--- src/rtl/lut_cfg_pkg.sv ---
// Shared types and width helpers for the fracturable two-LUT config sequencer.
package lut_cfg_pkg;

  typedef enum logic [1:0] {
    IDLE   = 2'd0,
    LOAD   = 2'd1,
    COMMIT = 2'd2,
    WRITE  = 2'd3
  } state_e;

  // Two 2**inputs LUT halves plus the split/fracture bit on top.
  function automatic int cfg_width(input int inputs);
    return 2 * (2 ** inputs) + 1;
  endfunction

  function automatic int beat_count(input int cfg_w, input int in_w);
    return (cfg_w + in_w - 1) / in_w;
  endfunction

  function automatic int split_bit(input int cfg_w);
    return cfg_w - 1;
  endfunction

endpackage

--- src/rtl/lut_cfg_assembler.sv ---
// Collects IN_W-wide beats into a CFG_W-bit word; o_word_full flags the beat that completes it.
module lut_cfg_assembler
  import lut_cfg_pkg::*;
#(
  parameter int CFG_W = cfg_width(4),
  parameter int IN_W  = 8,
  parameter int BEATS = beat_count(CFG_W, IN_W)
) (
  input  logic             i_cclk,
  input  logic             i_rst,
  input  logic             i_accept,
  input  logic [IN_W-1:0]  i_data,
  output logic [CFG_W-1:0] o_word_nxt,
  output logic             o_word_full
);

  localparam int CNT_W = $clog2(BEATS + 1);

  logic [CNT_W-1:0] r_count;
  logic [CFG_W-1:0] r_word;
  logic [CFG_W-1:0] w_word_nxt;

  // Each word bit belongs to exactly one (beat, lane); bits past CFG_W-1 simply have no home.
  for (genvar gi = 0; gi < CFG_W; gi++) begin : g_bit
    assign w_word_nxt[gi] = (i_accept && (r_count == CNT_W'(gi / IN_W)))
                            ? i_data[gi % IN_W] : r_word[gi];
  end

  assign o_word_full = i_accept && (r_count == CNT_W'(BEATS - 1));
  assign o_word_nxt  = w_word_nxt;

  always_ff @(posedge i_cclk) begin
    if (i_rst) begin
      r_count <= '0;
      r_word  <= '0;
    end else begin
      r_word <= w_word_nxt;
      if (i_accept) begin
        r_count <= o_word_full ? '0 : r_count + 1'b1;
      end
    end
  end

endmodule

--- src/rtl/lut_cfg_sequencer.sv ---
// Config/runtime-write sequencer for one fracturable two-LUT cell.
// Optional readback shadow register enabled by LUT_CFG_READBACK_EN.
//
// state  | meaning
// IDLE   | ready for a beat; otherwise issue a pending runtime write
// LOAD   | collecting the remaining beats of a config word
// COMMIT | one-cycle cen/done with config_out updated
// WRITE  | one-cycle write_en/wr_ack to the addressed LUT half
module lut_cfg_sequencer
  import lut_cfg_pkg::*;
#(
  parameter  int INPUTS = 4,
  parameter  int IN_W   = 8,
  localparam int CFG_W  = cfg_width(INPUTS),
  localparam int BEATS  = beat_count(CFG_W, IN_W)
) (
  input  logic              i_cclk,
  input  logic              i_rst,
  input  logic [IN_W-1:0]   i_in_data,
  input  logic              i_in_valid,
  output logic              o_in_ready,
  input  logic              i_wr_req,
  input  logic              i_wr_sel,
  input  logic              i_wr_data,
  output logic              o_wr_ack,
  output logic              o_cen,
  output logic [CFG_W-1:0]  o_config_out,
  output logic              o_write_en,
  output logic              o_write_lut_select,
  output logic              o_data_in,
  output logic              o_busy,
`ifdef LUT_CFG_READBACK_EN
  input  logic [INPUTS-1:0] i_rd_idx,
  output logic [CFG_W-1:0]  o_cfg_shadow,
`endif
  output logic              o_done
);

  state_e r_state, w_state_nxt;

  logic             r_in_ready, r_cen, r_done, r_busy;
  logic             r_write_en, r_wr_ack, r_wsel, r_wdata;
  logic [CFG_W-1:0] r_config;
  logic             w_accept, w_word_full;
  logic [CFG_W-1:0] w_word_nxt;

  assign w_accept = i_in_valid && r_in_ready;

  lut_cfg_assembler #(
    .CFG_W (CFG_W),
    .IN_W  (IN_W),
    .BEATS (BEATS)
  ) u_asm (
    .i_cclk      (i_cclk),
    .i_rst       (i_rst),
    .i_accept    (w_accept),
    .i_data      (i_in_data),
    .o_word_nxt  (w_word_nxt),
    .o_word_full (w_word_full)
  );

  // Config beats win over a runtime write; the requester keeps wr_req up until acked.
  always_comb begin
    w_state_nxt = r_state;
    case (r_state)
      IDLE: begin
        if (w_accept)      w_state_nxt = w_word_full ? COMMIT : LOAD;
        else if (i_wr_req) w_state_nxt = WRITE;
      end
      LOAD:    if (w_word_full) w_state_nxt = COMMIT;
      COMMIT:  w_state_nxt = IDLE;
      WRITE:   w_state_nxt = IDLE;
      default: w_state_nxt = IDLE;
    endcase
  end

  // Outputs are registered from the next state so they line up with the state they describe.
  always_ff @(posedge i_cclk) begin
    if (i_rst) begin
      r_state    <= IDLE;
      r_in_ready <= 1'b1;
      r_cen      <= 1'b0;
      r_done     <= 1'b0;
      r_busy     <= 1'b0;
      r_write_en <= 1'b0;
      r_wr_ack   <= 1'b0;
      r_wsel     <= 1'b0;
      r_wdata    <= 1'b0;
      r_config   <= '0;
    end else begin
      r_state    <= w_state_nxt;
      r_in_ready <= (w_state_nxt == IDLE) || (w_state_nxt == LOAD);
      r_cen      <= (w_state_nxt == COMMIT);
      r_done     <= (w_state_nxt == COMMIT);
      r_busy     <= (w_state_nxt != IDLE);
      r_write_en <= (w_state_nxt == WRITE);
      r_wr_ack   <= (w_state_nxt == WRITE);
      r_wsel     <= (w_state_nxt == WRITE) ? i_wr_sel  : 1'b0;
      r_wdata    <= (w_state_nxt == WRITE) ? i_wr_data : 1'b0;
      if (w_state_nxt == COMMIT) r_config <= w_word_nxt;
    end
  end

`ifdef LUT_CFG_READBACK_EN
  localparam int SPLIT = split_bit(CFG_W);
  localparam int IDX_W = $clog2(CFG_W);

  logic [CFG_W-1:0] r_shadow;
  logic [IDX_W-1:0] w_sh_idx;

  // Upper half sits MEM_SIZE above the lower half, so {sel, idx} is the bit address.
  assign w_sh_idx = IDX_W'({r_wsel, i_rd_idx});

  always_ff @(posedge i_cclk) begin
    if (i_rst) begin
      r_shadow <= '0;
    end else if (w_state_nxt == COMMIT) begin
      r_shadow <= w_word_nxt;
    end else if (r_write_en && !r_shadow[SPLIT]) begin
      r_shadow[w_sh_idx] <= r_wdata;
    end
  end

  assign o_cfg_shadow = r_shadow;
`endif

  assign o_in_ready         = r_in_ready;
  assign o_cen              = r_cen;
  assign o_done             = r_done;
  assign o_busy             = r_busy;
  assign o_write_en         = r_write_en;
  assign o_wr_ack           = r_wr_ack;
  assign o_write_lut_select = r_wsel;
  assign o_data_in          = r_wdata;
  assign o_config_out       = r_config;

endmodule

--- config.mk ---
export PLATFORM = sky130hd
export DESIGN_NAME = lut_cfg_sequencer
export DESIGN_NICKNAME = d
export VERILOG_FILES = /design/src/rtl/lut_cfg_pkg.sv /design/src/rtl/lut_cfg_assembler.sv /design/src/rtl/lut_cfg_sequencer.sv
export SDC_FILE = /design/constraint.sdc
export NUM_CORES = 1
export LEC_CHECK = 0
export CORE_MARGIN = 2
export CORE_UTILIZATION = 56
export DETAILED_ROUTE_END_ITERATION = 12
export DONT_BUFFER_PORTS = 1
export GPL_ROUTABILITY_DRIVEN = 0
export PLACE_DENSITY = 0.74
export SLEW_MARGIN = 20
export SYNTH_ARGS = -nofsm -noshare
export SYNTH_HDL_FRONTEND = slang
export SYNTH_SLANG_ARGS = --single-unit
--- constraint.sdc ---
create_clock -name i_cclk -period 1.4 [get_ports i_cclk]
set_input_delay 0.21 -clock i_cclk [delete_from_list [all_inputs] [get_ports i_cclk]]
set_output_delay 0.21 -clock i_cclk [all_outputs]
set_load 0.01 [all_outputs]
==> reports/results.ini, run 1 <==
[critical_path]
reg2reg_to = o_config_out[14]
worst_setup_path_start_kind = flip-flop
crit_arrival_ps = 1710
path_max_fanout = 8
path_class = reg2reg
rrSetupSlack_ps = -30
required_ps = 1680
r2r_start = u_asm.r_count[1]
cp-end-kind = flip-flop
reg2reg_depth = 6

[worst_hold_path]
hold_start = i_rst
hold_end = o_config_out[15]
hold_path_depth = 1
hp-class = in2reg

[logic_synthesis]
synth_area_leader_cell = dfxtp_1
yosysWarnings = 0
synthTopCellsByArea = dfxtp_1, mux2i_1, a211oi_2
synth.most_common_cell = dfxtp_1
synth-seq-cells = 76
syn_inst = 299
synth.distinct_cells = 33
synth_top_area_frac = 0.496
syn_area_um2 = 3070
synth_commonest_cells = dfxtp_1, a21oi_1, mux2i_1
synthFlopType = dfxtp_1
ys_async_sr_fraction = 0
avgSynthCellArea_um2 = 10.3
yosysSeqAreaShare = 0.496
synth_edf_count = 0
synth_nets = 318

[cts]
htree_levels = 3
clock_sinks = 76
cts-root-buf = clkbuf_8
clk_pin_slew_ps = 80
clkLatencyLatePin_ps = 350
cts_tree = done
cts_buffer_depth = 2
cts_buffers = 9

[floorplan]
ios = 55
placementRows = 26
initial_core_util = 0.590
dieArea_um2 = 6090
coreArea_um2 = 5200
die_width_um = 78.0
die_y_um = 78.0

[global_routing]
grt_usage = 0.223
gr-total-overflow = 0
grt_pass1_vias = 2119
grt_max_degree = 77
antenna_found_initial = 0
grt_first_pass_wirelength_mm = 10.5

[place]
port_buffers = 0
placed_cell_area_um2 = 3130
dp_hpwl_mm = 4.03

[route]
drc = 0
via_per_inst = 5.89
post_drt_wl_per_cell_um = 18.4
ant_nets = 0
wirelength_mm = 6.85
dr_total_vias = 2192
firstDrtPassIters = 5
drt_iter0_markers = 121

[timing]
max_slew_margin = 0.811
drv_slew = 0
setup_ws_ps = -26.7
min_period_ps = 1430
max_freq_ghz = 0.701
post-route-period-util = 1.02
tns_ps = -77.6
fin_skew_ps = 9.16
rsz0062_at_grt = true
setup_viol = 7
tightestPinTransition_ps = 284
hold_ws_ps = -86.9
hold_violations = 76

[run_status]
violations = hold timing, setup timing
status = complete, but fails checks

[pwr]
p_leak_nw = 1.24
p_per_area_nw_per_um2 = 1120
peakVddDrop_v = 0.000773

[layout]
drive_gt1_frac = 0.298
final_nets = 316
fin_util = 0.692
final_area_um2 = 3600
syn2layout_area_growth_pct = 17.3
antenna_cells = 0

[run]
maxCapViolCount = 0

## logic make-up after synthesis
| kind of cell | synth area share |
|---|---|
| adder cells (fa/ha/maj) | 0.0204 |
| AND/OR/NAND/NOR | 0.115 |
| flip-flops | 0.496 |
| buffers and inverters | 0.0799 |
| multiplexers | 0.104 |
| AO/OA/AOI/OAI | 0.184 |
## sequential cells by signal, indices dropped and copies added, names as in the netlist
signal / cells
o_wr_ack: 1
o_data_in: 1
u_asm.r_count: 3
u_asm.r_word: 32
r_state: 2
o_in_ready: 1
o_done: 1
o_write_lut_select: 1
o_config_out: 33
o_busy: 1
## worst max-delay path by stage
stage                     start                to  slack [ps]
2_1_floorplan  u_asm.r_count[0]  o_config_out[22]        -0.6
3_3_place_gp   u_asm.r_count[0]  o_config_out[22]         -30
3_5_place_dp   u_asm.r_count[0]  o_config_out[21]         -90
4_1_cts        u_asm.r_count[0]  o_config_out[18]         -20
5_1_grt        u_asm.r_count[0]  o_config_out[20]         -90
6_report       u_asm.r_count[1]  o_config_out[14]         -30
## repair_timing
action | in CTS | in global routing
gates cloned | 0 | 1
hold endpoints to repair | 76 | 76
setup buffers | 0 | 1
pin swaps | 2 | 18
setup endpoints to repair | 57 | 53
gates resized for setup | 17 | 39
## where the power goes
| group | switching [W] | internal (W) |
|---|---|---|
| clock network | 0.000813 | 0.000687 |
| logic | 0.000135 | 0.000132 |
| registers | 0.0000421 | 0.00221 |
| total | 0.000990 | 0.00303 |
## area by class of cell
type                            instances  area, um^2
Fill cell                             386        1600
Timing Repair Buffer                   16         229
Inverter                                4        20.0
Sequential cell                        76        1530
Tap cell                               70        87.6
Clock inverter                          6        40.0
Clock buffer                           10         138
Multi-Input combinational cell        190        1560
## routing by layer
metal	part of all wire	vias up	GRT usage
met2	0.49	75	0.353
li1	-	1052	-
met1	0.42	1049	0.277
met5	0	-	0
met3	0.072	16	0.0644
met4	0.019	0	0.114
## worst max-delay path, cell delays in order (launching register included)
cell	delay [ps]
dfxtp_4	370
inv_4	70
ha_2	160
nand4b_1	160
buf_12	200
mux2i_4	190
a211oi_2	200
## metrics by stage
step                cells  power [W]  setup slack, ps
finish                372    0.00402            -26.7
floorplan             299    0.00249           -0.606
CTS                   370    0.00400            -15.8
global route          372    0.00416            -93.6
detailed placement    354    0.00251            -87.1
global placement      354    0.00250            -31.9
## cell usage in the layout (no fill, tap or decap), types with 3 or more instances in the layout
cell type / count
a211oi_2: 22
a21oi_1: 34
buf_4: 7
clkinv_2: 3
nand2_1: 20
clkbuf_8: 10
nor2_1: 25
a21oi_2: 7
ha_4: 3
o21ai_0: 7
mux2i_2: 5
nor3_1: 4
nand4b_1: 3
nand3_1: 10
mux2i_4: 9
buf_12: 7
mux2i_1: 18
dfxtp_1: 73
a211oi_1: 3
Power figures use the tool's default switching activity.
==> run 2, diff against run 1 <==
- SYNTH_HIERARCHICAL: unset -> 1
==> run 2 against run 1 <==
- clock skew rose by 0.77 ps
- first-iteration DRC count up 45%
- routed wire length is 2.3% higher
- the flow still finishes with violations (hold timing, setup timing)
- core utilization is 3.3 points higher
==> reports/results.ini, run 2 <==
[cts]
cts_buffers = 9
clock_sinks = 77
cts_tree = done
clk_pin_slew_ps = 80
cts-root-buf = clkbuf_8
clkLatencyLatePin_ps = 340
htree_levels = 3
ctsHoldBuffers = 2
cts_buffer_depth = 2

[timing]
max_freq_ghz = 0.589
setup_viol = 52
hold_ws_ps = -74.7
fin_skew_ps = 9.93
post-route-period-util = 1.21
rsz0062_at_grt = true
setup_ws_ps = -298
drv_slew = 0
tightestPinTransition_ps = 299
min_period_ps = 1700
hold_violations = 75
max_slew_margin = 0.800

[critical_path]
worst_setup_path_start_kind = flip-flop
crit_arrival_ps = 1970
r2r_start = u_asm/r_count[0]
path_class = reg2reg
worstSetupStartpoint = u_asm/r_count[0]
reg2reg_to = o_config_out[1]
required_ps = 1670
cp-end-kind = flip-flop
path_max_fanout = 8
reg2reg_depth = 7
endpoint = o_config_out[1]
rrSetupSlack_ps = -300

[route]
drc = 0
ant_nets = 0
wirelength_mm = 7.01
firstDrtPassIters = 4
via_per_inst = 5.64
dr_total_vias = 2266
post_drt_wl_per_cell_um = 17.4
wl_met1_mm = 3.10
wl_met3_um = 257
highest_layer = met4
met2_wirelength_mm = 3.48
drt_iter0_markers = 176

[run_status]
status = complete, but fails checks
violations = hold timing, setup timing

[global_routing]
grt_pass1_vias = 2154
antenna_found_initial = 0
grt_first_pass_wirelength_mm = 10.4
grt_usage = 0.215
gr-total-overflow = 0
grt_max_degree = 76

[logic_synthesis]
synth_edf_count = 0
synth_commonest_cells = dfxtp_1, a21oi_1, nor2b_1, o21ai_0, or3b_1
synth_nets = 324
synth_area_leader_cell = dfxtp_1
yosysSeqAreaShare = 0.485
synthTopCellsByArea = dfxtp_1, or3b_1, mux2_2
avgSynthCellArea_um2 = 10.4
synth.distinct_cells = 31
synth.most_common_cell = dfxtp_1
synth_top_area_frac = 0.485
ys_async_sr_fraction = 0
synthFlopType = dfxtp_1
syn_area_um2 = 3180
synth-seq-cells = 77
syn_inst = 305
yosysWarnings = 6

[layout]
layout_common_cells = dfxtp_1, nor2b_1, mux2_4
drive_gt1_frac = 0.388
fin_util = 0.724
final_common_cell = dfxtp_1
final_nets = 345
final_cells = 402
antenna_cells = 0
fillers = 379
syn2layout_area_growth_pct = 25.4
final_area_um2 = 3990

[floorplan]
die_y_um = 79.4
initial_core_util = 0.578
placementRows = 27
dieArea_um2 = 6300
coreArea_um2 = 5510
ios = 55
die_width_um = 79.4

[worst_hold_path]
hold_path_depth = 1
hp-class = in2reg

[place]
placed_cell_area_um2 = 3360
port_buffers = 0
dp_slack_ps = -359
dp_hpwl_mm = 4.01
place_inst = 373

[pwr]
p_per_area_nw_per_um2 = 1130
peakVddDrop_v = 0.000672
p_leak_nw = 1.53

[run]
maxCapViolCount = 0

run 2: per-layer routing:
metal,GRT usage,vias up
met5,0,-
met4,0.103,0
met3,0.0409,18
met2,0.348,53
met1,0.274,1092
li1,-,1103
run 2: area by class of cell:
class | count | area (um^2) | area share
Inverter | 3 | 18.8 | 0.00471
Clock inverter | 4 | 71.3 | 0.0179
Timing Repair Buffer | 32 | 304 | 0.0762
Multi-Input combinational cell | 203 | 1810 | 0.454
Sequential cell | 77 | 1550 | 0.390
Tap cell | 72 | 90.1 | 0.0226
Clock buffer | 11 | 141 | 0.0354
run 2: cell families after synthesis:
logic type / Yosys count / share of synthesized area
simple gates: 88 / 0.210
flops: 77 / 0.485
compound gates: 74 / 0.121
mux: 34 / 0.120
buf+inv: 27 / 0.0448
fa+ha+maj: 5 / 0.0197
run 2: power breakdown:
part	total, W	switching, W	internal (W)	leakage (nW)
sequential	0.00227	0.0000304	0.00224	0.625
clock	0.00183	0.000790	0.00104	0.110
combinational	0.000411	0.000179	0.000232	0.800
run 2: how the worst min path moves through the flow:
stage	end	slack, ps	from
floorplan	u_asm/r_word[15]	280	i_rst
global placement	u_asm/r_count[0]	290	i_rst
detailed placement	o_config_out[10]	290	i_rst
CTS	o_config_out[18]	-80	i_rst
global route	o_config_out[10]	-90	i_rst
finish	r_state[1]	-70	i_rst
run 2: worst max-delay path: stages (launching register included):
cell	delay, ps
dfxtp_4	370
inv_6	80
ha_4	140
buf_6	100
nand3b_4	160
mux2_4	250
or3b_4	380
a21oi_2	150
run 2: through the flow:
step	setup TNS, ps	power (W)	hold WS, ps
after detailed placement	-13230	0.00262	289
after global placement	-11020	0.00261	289
after global routing	-11060	0.00466	-86.9
after CTS	-7980	0.00447	-84.9
final	-8260	0.00451	-74.7
after floorplan	-7040	0.00256	282
run 2: timing repair:
| item | CTS | global route |
|---|---|---|
| endpoints found under the hold margin | 77 | 75 |
| setup endpoints to repair | 68 | 57 |
| cloned | 1 | 1 |
| resized for setup | 37 | 56 |
| pin swaps | 5 | 9 |
| setup buffers | 2 | 8 |
==> run 3, diff against run 2 <==
- CORE_MARGIN: 2 -> 3
==> run 3 against run 2 <==
- maximum frequency down 3.8%
- clock power about the same
- final cell count up 3.2%
- routed wire length up 25%
- the run still ends with hold timing, setup timing left
- register-to-register slack worse by 70 ps
- via count up 9.0%
- core utilization up 11 points
- die area up 5.1%
- power up 3.5%
- sequential power about the same
==> reports/results.ini, run 3 (synthesis results as in run 2) <==
[route]
drc = 0
drt_iter0_markers = 143
ant_nets = 0
via_per_inst = 5.95
post_drt_wl_per_cell_um = 21.1
dr_total_vias = 2469
firstDrtPassIters = 4
highest_layer = met4
wirelength_mm = 8.75
wl_met3_um = 587
wl_met1_mm = 3.54
met2_wirelength_mm = 4.40

[cts]
cts-root-buf = clkbuf_8
clock_sinks = 77
clkLatencyLatePin_ps = 360
cts_buffer_depth = 2
htree_levels = 3
clk_pin_slew_ps = 80
ctsHoldBuffers = 2
cts_buffers = 9
cts_tree = done

[run]
maxCapViolCount = 0

[timing]
drv_slew = 0
setup_ws_ps = -366
max_freq_ghz = 0.566
min_period_ps = 1770
max_slew_margin = 0.790
post-route-period-util = 1.26
fin_skew_ps = 9.93
rsz0062_at_grt = true
hold_violations = 45
setup_viol = 66
hold_ws_ps = -94.1
tightestPinTransition_ps = 312

[run_status]
violations = hold timing, setup timing
status = complete, but fails checks

[critical_path]
cp_slowest_cell = dfxtp_4
reg2reg_to = o_config_out[23]
worst-path-buf-inv = 3
crit_family = flip-flops
r2r_start = u_asm/r_count[1]
reg2reg_depth = 8
worst_setup_path_start_kind = flip-flop
path_max_fanout = 6
rrSetupSlack_ps = -370
cp.depth = 8
worstSetupStartpoint = u_asm/r_count[1]
crit_arrival_ps = 2000
cpPeakStageDelay_ps = 380
cp-end-kind = flip-flop
endpoint = o_config_out[23]
path_class = reg2reg
crit_top_cell = buf_4
crit_chain = inv_4 > ha_4 > and3_4 > nand2b_4 > buf_4 > buf_4 > o21ai_0 > a21oi_2
required_ps = 1630

[layout]
layout_common_cells = dfxtp_1, mux2_4, buf_4
drive_gt1_frac = 0.501
fillers = 267
fin_util = 0.832
final_nets = 360
syn2layout_area_growth_pct = 38.8
final_common_cell = dfxtp_1
antenna_cells = 0

[worst_hold_path]
hp-class = in2reg

[pwr]
p_leak_nw = 1.74
peakVddDrop_v = 0.000861
p_per_area_nw_per_um2 = 1060
fin_total_pwr_w = 0.00467

[global_routing]
grt_pass1_vias = 2297
grt_usage = 0.246
gr-total-overflow = 0
grt_max_degree = 76
antenna_found_initial = 0
grt_first_pass_wirelength_mm = 11.9

[floorplan]
die_y_um = 81.4
coreArea_um2 = 5300
placementRows = 26
initial_core_util = 0.600
die_width_um = 81.4
ios = 55
dieArea_um2 = 6620

[place]
dp_hpwl_mm = 4.11
dp_slack_ps = -394
port_buffers = 0

run 3: cell count changes in the layout (fill, tap and decap cells not counted), moves of 3 or more:
cell | previous run | this run
buf_12 | 2 | 5
nor2b_1 | 29 | 17
mux2_4 | 24 | 31
mux2_1 | 4 | 1
buf_6 | 9 | 13
buf_4 | 19 | 24
mux2_2 | 5 | 1
or3b_1 | 21 | 16
nor2b_4 | 4 | 16
a21oi_2 | 14 | 19
or3b_4 | 11 | 17
a21oi_1 | 22 | 17
run 3: how the worst min path moves through the flow:
stage                      from               end  slack (ps)  cells after the start
after floorplan           i_rst  u_asm/r_word[15]         280                      1
after global placement    i_rst  o_config_out[17]         290                      1
after detailed placement  i_rst  o_config_out[13]         290                      1
after CTS                 i_rst  o_config_out[19]        -100                      1
after global routing      i_rst  o_config_out[15]        -110                      1
final                     i_rst   u_asm/r_word[9]         -90                      1
run 3: per-stage QoR:
step,std cells,setup TNS [ps],instance area [um^2]
finish,415,-11600,4410
global route,415,-13850,4410
CTS,406,-8220,4010
detailed placement,373,-13010,3380
global placement,373,-10360,3380
floorplan,305,-7040,3220
run 3: area by class of cell:
cell class / instances / area, um^2 / area share
clock inverter: 4 / 72.6 / 0.0164
inverter: 3 / 16.3 / 0.00368
sequential: 77 / 1550 / 0.352
multi-input combinational: 203 / 2010 / 0.454
timing repair buffer: 47 / 537 / 0.122
tap: 70 / 87.6 / 0.0198
clock buffer: 11 / 141 / 0.0320
run 3: what timing repair did:
action                                  CTS  global route
resized for setup                        60            79
gates cloned                              4             1
pin swaps                                16            19
endpoints found under the setup margin   67            67
setup buffers                            12             9
hold endpoints to repair                 77            75
run 3: where the power goes:
group / internal (W) / total, W / switching, W
Combinational: 0.000323 / 0.000543 / 0.000220
Sequential: 0.00224 / 0.00227 / 0.0000326
Clock: 0.00104 / 0.00186 / 0.000818
Total: 0.00360 / 0.00467 / 0.00107
run 3: layer usage:
metal	track usage	up-vias
met4	0.105	0
met5	0	-
li1	-	1138
met3	0.0787	20
met1	0.296	1225
met2	0.403	86
